`src/rtl/dcache_mem_stage.sv`:
```
// ============================================================================
// Module : dcache_mem_stage
// Direct-mapped, write-through, no-write-allocate MEM-stage data cache with
// 4-word block fills. Define DCACHE_STATS_EN to add hit/miss counters.
// Rev    : 1.0  initial release
// ============================================================================
`default_nettype none

module dcache_mem_stage #(
  parameter int LINES = 32,
  parameter int WPB   = 4
) (
  input  logic        clk,
  input  logic        reset,
  input  logic [31:0] address,
  input  logic [31:0] writeData,
  input  logic        MemRead,
  input  logic        MemWrite,
  output logic        hit,
  output logic [31:0] readData,
  output logic        stall,
  output logic [31:0] mem_addr,
  output logic        mem_read,
  output logic        mem_write,
  output logic [31:0] mem_wdata,
  input  logic [31:0] mem_rdata,
  input  logic        mem_ready
`ifdef DCACHE_STATS_EN
  ,
  output logic [31:0] stat_hits,
  output logic [31:0] stat_misses
`endif
);

  localparam int IW      = $clog2(LINES);
  localparam int TW      = 32 - 4 - IW;
  localparam int C_OFF_W = $clog2(WPB);

  localparam logic [C_OFF_W-1:0] c_LAST_BEAT = C_OFF_W'(WPB - 1);

  localparam logic [1:0] c_IDLE  = 2'd0;
  localparam logic [1:0] c_FILL  = 2'd1;
  localparam logic [1:0] c_WRITE = 2'd2;

  logic [1:0]         r_state;
  logic [1:0]         w_stateNext;

  logic [LINES-1:0]   r_valid;
  logic [TW-1:0]      r_tag  [LINES];
  logic [31:0]        r_data [LINES][WPB];

  logic [31:0]        r_memAddr;
  logic [31:0]        r_memWdata;
  logic               r_memRead;
  logic               r_memWrite;
  logic [C_OFF_W-1:0] r_beat;

  logic [31:0]        w_memAddrNext;
  logic [31:0]        w_memWdataNext;
  logic               w_memReadNext;
  logic               w_memWriteNext;
  logic [C_OFF_W-1:0] w_beatNext;

  logic [TW-1:0]      w_tag;
  logic [IW-1:0]      w_index;
  logic [C_OFF_W-1:0] w_offset;
  logic [TW-1:0]      w_fillTag;
  logic [IW-1:0]      w_fillIndex;
  logic               w_lookupHit;
  logic               w_readHit;
  logic               w_isRead;
  logic               w_fillDone;
  logic               w_unusedAddrBits;

  assign w_tag            = address[31:4+IW];
  assign w_index          = address[4+IW-1:4];
  assign w_offset         = address[3:2];
  assign w_unusedAddrBits = ^address[1:0];

  // The fill address only moves within the block, so its index/tag are stable
  assign w_fillTag   = r_memAddr[31:4+IW];
  assign w_fillIndex = r_memAddr[4+IW-1:4];

  assign w_isRead    = MemRead & ~MemWrite;
  assign w_lookupHit = r_valid[w_index] && (r_tag[w_index] == w_tag);
  assign w_readHit   = (r_state == c_IDLE) && w_isRead && w_lookupHit;
  assign w_fillDone  = (r_state == c_FILL) && mem_ready && (r_beat == c_LAST_BEAT);

  assign mem_addr  = r_memAddr;
  assign mem_wdata = r_memWdata;
  assign mem_read  = r_memRead;
  assign mem_write = r_memWrite;

  // ---------------------------------------------------------------- state reg
  always_ff @(posedge clk) begin
    if (reset) begin
      r_state <= c_IDLE;
    end else begin
      r_state <= w_stateNext;
    end
  end

  // --------------------------------------------------------------- next state
  always_comb begin
    w_stateNext = r_state;
    case (r_state)
      c_IDLE: begin
        if (MemWrite) begin
          w_stateNext = c_WRITE;
        end else if (MemRead && !w_lookupHit) begin
          w_stateNext = c_FILL;
        end
      end
      c_FILL: begin
        if (w_fillDone) begin
          w_stateNext = c_IDLE;
        end
      end
      c_WRITE: begin
        if (mem_ready) begin
          w_stateNext = c_IDLE;
        end
      end
      default: w_stateNext = c_IDLE;
    endcase
  end

  // ------------------------------------------------------------------ outputs
  always_comb begin
    w_memAddrNext  = r_memAddr;
    w_memWdataNext = r_memWdata;
    w_memReadNext  = r_memRead;
    w_memWriteNext = r_memWrite;
    w_beatNext     = r_beat;
    hit            = 1'b0;
    readData       = 32'd0;

    case (r_state)
      c_IDLE: begin
        if (MemWrite) begin
          w_memAddrNext  = {address[31:2], 2'b00};
          w_memWdataNext = writeData;
          w_memWriteNext = 1'b1;
        end else if (MemRead && !w_lookupHit) begin
          w_memAddrNext = {address[31:4], 4'b0000};
          w_memReadNext = 1'b1;
          w_beatNext    = '0;
        end
        if (w_readHit) begin
          hit      = 1'b1;
          readData = r_data[w_index][w_offset];
        end
      end
      c_FILL: begin
        if (mem_ready) begin
          w_beatNext = r_beat + C_OFF_W'(1);
          if (r_beat == c_LAST_BEAT) begin
            w_memReadNext = 1'b0;
          end else begin
            w_memAddrNext = r_memAddr + 32'd4;
          end
        end
      end
      c_WRITE: begin
        if (mem_ready) begin
          w_memWriteNext = 1'b0;
          hit            = 1'b1;
        end
      end
      default: ;
    endcase
  end

  assign stall = (MemRead | MemWrite) & ~hit;

  // Reset aborts any outstanding transaction and drops both strobes at once
  always_ff @(posedge clk) begin
    if (reset) begin
      r_memAddr  <= 32'd0;
      r_memWdata <= 32'd0;
      r_memRead  <= 1'b0;
      r_memWrite <= 1'b0;
      r_beat     <= '0;
    end else begin
      r_memAddr  <= w_memAddrNext;
      r_memWdata <= w_memWdataNext;
      r_memRead  <= w_memReadNext;
      r_memWrite <= w_memWriteNext;
      r_beat     <= w_beatNext;
    end
  end

  // -------------------------------------------------------------- line store
  always_ff @(posedge clk) begin
    if (reset) begin
      r_valid <= '0;
    end else if (w_fillDone) begin
      r_valid[w_fillIndex] <= 1'b1;
      r_tag[w_fillIndex]   <= w_fillTag;
    end
  end

  // Data array has no reset; a line becomes visible only through r_valid
  always_ff @(posedge clk) begin
    if (!reset) begin
      if ((r_state == c_IDLE) && MemWrite && w_lookupHit) begin
        r_data[w_index][w_offset] <= writeData;
      end else if ((r_state == c_FILL) && mem_ready) begin
        r_data[w_fillIndex][r_beat] <= mem_rdata;
      end
    end
  end

`ifdef DCACHE_STATS_EN
  always_ff @(posedge clk) begin
    if (reset) begin
      stat_hits   <= 32'd0;
      stat_misses <= 32'd0;
    end else begin
      if (w_readHit && !stall && (stat_hits != 32'hFFFF_FFFF)) begin
        stat_hits <= stat_hits + 32'd1;
      end
      if ((r_state == c_IDLE) && (w_stateNext == c_FILL) && (stat_misses != 32'hFFFF_FFFF)) begin
        stat_misses <= stat_misses + 32'd1;
      end
    end
  end
`endif

endmodule

`default_nettype wire

```
`config.mk`:
```
export PLATFORM = sky130hd
export DESIGN_NAME = dcache_mem_stage
export DESIGN_NICKNAME = d
export VERILOG_FILES = /design/src/rtl/dcache_mem_stage.sv
export SDC_FILE = /design/constraint.sdc
export NUM_CORES = 2
export LEC_CHECK = 0
export ABC_CLOCK_PERIOD_IN_PS = 15150
export CORE_MARGIN = 2
export CORE_UTILIZATION = 55
export DETAILED_ROUTE_END_ITERATION = 7
export PLACE_DENSITY = 0.71
export SYNTH_ARGS = -nofsm -noshare
export SYNTH_HDL_FRONTEND = slang
export SYNTH_MEMORY_MAX_BITS = 65536
export SYNTH_SLANG_ARGS = --single-unit
```
`constraint.sdc`:
```
create_clock -name clk -period 15.15 [get_ports clk]
set_input_delay 3.7875 -clock clk [delete_from_list [all_inputs] [get_ports clk]]
set_output_delay 3.7875 -clock clk [all_outputs]
set_load 0.05 [all_outputs]
```
## Word level (Yosys, flattened, before mapping)

Memory sizes are Yosys's and may differ from the RTL's.
Cells that the tools add are included.

| storage, ports and cells | value |
|---|---|
| RAM bits | 4832 |
| bits in registers | 102 |
| output and inout port bits | 100 |
| logic and storage cells | 112 |
| memories kept | 2 |
| input port bits | 101 |

Memories:

| name | words | bits a word | read ports | clocked after Yosys merged registers in | write ports | RTL line | RTL |
|---|---|---|---|---|---|---|---|
| r_data | 32 | 128 | 1 | 0 | 1 | 50 | `logic [31:0] r_data [LINES][WPB];` |
| r_tag | 32 | 23 | 1 | 0 | 1 | 49 | `logic [TW-1:0] r_tag [LINES];` |

| cells by class | value |
|---|---|
| magnitude comparators | 7 |
| add/sub/neg operators | 2 |
| bitwise gates (word level) | 8 |
| reduce and logical (&&, ||, !) cells | 22 |
| multiplexer cells | 51 |
| eq/ne operators | 13 |

Operators with widths:

| cell | count |
|---|---|
| 128-bit 2-to-1 mux | 4 |
| 32-bit 2-to-1 mux | 10 |
| 32-bit demux with 2-bit select | 2 |
| 128-bit OR reduction | 1 |
| 32-bit binary-select mux with 2-bit select | 1 |
| 32-bit one-hot mux with 2 select lines | 1 |
| 32-bit by 3-bit adder with 32-bit output (second input constant) | 1 |
| 32-bit OR | 1 |
| 23-bit equality test | 1 |
| 1-bit 2-to-1 mux | 18 |
| 2-bit 2-to-1 mux | 7 |
| 2-bit inequality test (second input constant) | 7 |
| 5-bit by 6-bit less-than comparator with 1-bit output (second input constant) | 2 |
| 1-bit logical AND | 11 |
| 4-bit AND reduction | 2 |
| 3-bit greater-or-equal comparator (second input constant) | 2 |
| 3-bit by 1-bit less-than comparator with 1-bit output (second input constant) | 2 |
| 2-bit NOT with 3-bit output | 2 |
| 1-bit one-hot mux with 2 select lines | 3 |
| 2-bit one-hot mux with 3 select lines | 1 |
| 3-bit AND reduction | 2 |
| 1-bit binary-select mux with 5-bit select | 1 |
| 1-bit demux with 5-bit select | 1 |
| 5-bit by 1-bit greater-or-equal comparator with 1-bit output (second input constant) | 1 |
| 15 further kinds | 19 |

## Logic depth before layout (Yosys ltp)

| logic depth | value |
|---|---|
| depth in word-level cells | 9 |
| gate-level depth with buffers | 18 |
| gate-level depth less buffers | 11 |

## Least setup slack after synthesis

OpenSTA, ideal clock, no wires.

| timing | value |
|---|---|
| path type | input port to output port |
| start | input port address[4] |
| end | output port readData[21] |
| slack | 3.668 ns |
| buffers on the path | 10 |
| stages on the path | 15 |
| required time | 11.363 ns |
| arrival | 7.694 ns |
| path through | buf_6 -> buf_8 -> buf_8 -> buf_12 -> buf_8 -> buf_6 -> buf_2 -> buf_2 -> buf_2 -> buf_1 -> mux4_2 -> mux4_2 -> mux4_2 -> nand2_1 -> a21oi_1 |

| on the way | value |
|---|---|
| cells in the longest elaborated chain, start to end | 6 |
| elaborated cells between the ends (all ways) | 12 |
| those cells by class | eq/ne: 1; mux: 7; reduce/logical: 2; memory: 2 |

RTL lines:

| item | RTL line | RTL |
|---|---|---|
| from (decl) | 15 | `input logic [31:0] address,` |
| memory 32 x 23 bit, or another cell as far along | -- |  |
| 23-bit equality test, or another cell as far along | 85 | `assign w_lookupHit = r_valid[w_index] && (r_tag[w_index] == w_tag);` |
| 1-bit logical AND / 32-bit 2-to-1 mux (equally long branches) | 85, 151 |  |
| 1-bit logical AND / 32-bit 2-to-1 mux (equally long branches) | 86, 151 |  |
| 32-bit 2-to-1 mux (*) | 149 | `if (w_readHit) begin` |
| 32-bit 2-to-1 mux (*) | 138 | `case (r_state)` |
| to (decl) | 20 | `output logic [31:0] readData,` |

Every way passes the cells marked *; elsewhere a longest branch is shown, timed or not. The select of a mux whose other input is x is not followed.

## Worst setup path in the final report

| timing | value |
|---|---|
| start | input port address[8] |
| end | output port readData[9] |

Same word-level chain as after synthesis.

==> impl_metrics.toml <==
[status]
status = "complete, no violations"

[cells_and_area]
area_delta_synth_final_pct = 13.26
register_area_um2 = 147100
fill_cells = 22220
multiInputGateArea_um2 = 41860
nNetsFinal = 8686
layout-drive-gt1-share_pct = 30.38
fin_cells = 13560
utilization_pct = 62.60

[power_and_ir_drop]
cellLeakagePower_nw = 66.89
p_per_area_nw_per_um2 = 133.0
worst_ir_drop_vdd_uv = 110.4

[sta]
worstMarginPinSlew_ps = 1434
maxSlewViolCount = 0
fmax_mhz = 71.64
finalCriticalPeriod_ps = 13960
finClkSkew_ps = 75.22
finalCritPeriodShare_pct = 92.13
fin_hold_ws_ps = 451.5
maxSlewHeadroom_pct = 3.889
fin_tns_setup_ps = 0
hold_viol_final = 0
fin_ws_ps = 1192
rsz0062_at_grt = "false"
finalSetupViolations = 0

[floorplan]
die_area_um2 = 349700
core-area_um2 = 343300
ios = 201
start_util_pct = 55.27
fp-row-count = 215
fp.dieW_um = 591.3
die_y_um = 591.3

[synth]
yosys.cell_types.count = 76
ys_ff_latch = 4932
synth_area_um2 = 189700
ys.flop_type = "edfxtp_1"
ys_async_sr_fraction_pct = 0
synthMostInstantiatedCell = "edfxtp_1"
ys_seq_area_share_pct = 77.54
syn_inst = 8075
yosysWarnings = 0
synth-edff-count = 4832
yosys-top-cells-area = "edfxtp_1 76%, mux4_2 18%, dfxtp_1 1.1%"
synth.top_cells.by_count = "4,832 x edfxtp_1, 1,499 x mux4_2, 284 x nand2_1"
synth_top_area_share_pct = 76.48
avgSynthCellArea_um2 = 23.49
yosys.area.top_type = "edfxtp_1"

[global_routing]
grt_usage_pct = 28.48
grt_pass1_vias = 92020
antenna_found_initial = 41
grt_pass1_wl_um = 694800
overflow = 0
grt_max_degree = 172

[placement]
place_congestion = 0.9095
io_buffers = 196
place_hpwl_um = 269100
dp_cells = 12670
dp_worst_setup_slack_ps = 1350

[critical_path]
worstPathArrival_ps = 10170
critPathKind = "in2out"
crit_fanout = 27
endpoint_kind = "primary output"
cp.required_ps = 11360
start_kind = "input port"

[routing]
drtPass1Iterations = 7
post-route-drc-count = 0
vias_per_cell = 6.809
num_vias = 92340
drt_iter0_markers = 14350
wl_um = 497500
wire_per_inst_um = 36.69
postRouteAntennaNets = 0

[clock_tree]
holdBufCountCts = 0
clk_latency_ps = 990
clockBufferDepth = 4
cts-root-buf = "clkbuf_16"
cts.clk_slew.worst_paths_ps = 60
htree_levels = 5
cts.sinks = 4932
cts_tree = "yes"
cts.repair.resized = 0
postCtsSetupBuffers = 0
cts_buffers = 470

[flow_run]
drv_cap = 0

[worst_hold_path]
hold_path_class = "reg2reg"
-- critical path: stages --
cell and delay [ps]:
clkdlybuf4s50_1 500, buf_4 470, nand2b_1 620, a221oi_1 390, o21ai_0 190, nand3_1 260
xor2_1 100, nor4_1 410, or4b_1 710, nor2_1 290, nand3_2 270, buf_4 350
a21oi_1 790, clkdlybuf4s50_1 990
-- final timing paths --
kind / slack, ps / to / cells past startpoint / startpoint
worst max-delay path: 1190 / readData[9] / 14 / address[8]
worst min register to register: 450 / r_valid[27] / 1 / r_valid[27]
worst max register to register: 8750 / r_data[7][3] / 12 / r_tag[15][20]
worst min-delay path: 450 / r_valid[27] / 1 / r_valid[27]
-- area by class of cell --
| type | instances | area share [%] |
|---|---|---|
| Sequential cell | 4932 | 68.46 |
| Clock inverter | 319 | 1.591 |
| Antenna cell | 16 | 0.01863 |
| Clock buffer | 561 | 5.667 |
| Tap cell | 4557 | 2.654 |
| Timing Repair Buffer | 496 | 2.056 |
| Inverter | 40 | 0.07570 |
| Multi-Input combinational cell | 2640 | 19.48 |
-- cells by family (layout without fill, tap and decap cells) --
kind of cell,after synthesis,after routing,share of synthesized area [%]
simple gates,653,653,1.630
xor+xnor,18,18,0.08310
buf+inv,504,1416,1.104
mux,1608,1608,18.38
other cells,1,18,0.001977
flops,4932,4932,77.54
fa+ha+maj,5,5,0.03297
compound gates,354,354,1.234
-- report_power, final --
| group | leakage (nW) | switching (mW) | internal [mW] |
|---|---|---|---|
| registers | 44.4 | 0.0196 | 15.1 |
| clock network | 7.60 | 5.07 | 6.83 |
| logic | 14.9 | 1.04 | 0.556 |
| total | 66.9 | 6.14 | 22.4 |
-- state kept, by name, indices dropped and copies added (netlist names) --
name / flops
r_state: 2
mem_write: 1
r_beat: 2
r_tag: 736
mem_read: 1
mem_wdata: 32
r_data: 4096
r_valid: 32
mem_addr: 30
-- per-layer routing --
| layer | GRT usage (%) | vias to the layer above | routed length [um] |
|---|---|---|---|
| met5 | 0 | - | 134 |
| met4 | 10.47 | 20 | 20500 |
| met3 | 6.368 | 937 | 57780 |
| met2 | 45.31 | 6173 | 239700 |
| met1 | 39.28 | 49490 | 179400 |
| li1 | - | 35710 | - |
-- per-stage QoR --
stage          cell area (um^2)  total power [mW]
6_report                 214900             28.58
5_1_grt                  214800             29.24
4_1_cts                  214800             28.67
3_5_place_dp             199200             16.95
3_3_place_gp             199200             16.91
2_1_floorplan            189700             16.32
-- cells in the final DEF, fill, tap and decap left out, types with 10 or more instances in the layout --
cell type,netlist,routed
a211oi_1,11,11
a21o_1,32,32
a21oi_1,128,117
a21oi_4,0,11
a221oi_1,21,21
a22o_1,11,11
a22oi_1,40,39
and2_1,13,13
and3_1,17,17
buf_12,1,15
buf_4,11,286
bufinv_16,0,64
clkbuf_1,249,87
clkbuf_16,0,473
clkdlybuf4s50_1,0,190
clkinv_1,2,115
clkinv_2,0,91
clkinvlp_4,0,18
dfxtp_1,100,100
diode_2,0,16
edfxtp_1,4832,4832
inv_1,38,36
inv_6,0,15
mux2_2,12,12
mux2i_1,95,94
mux4_2,1499,1499
nand2_1,284,251
nand2_4,0,32
nand3_1,25,24
nand4_1,10,10
nor2_1,92,47
nor2_4,0,44
nor2b_1,12,12
nor3_1,139,36
nor3_2,17,106
nor3_4,0,14
o21ai_0,19,19
o22ai_1,34,34
(Power assumes the default switching activity.)
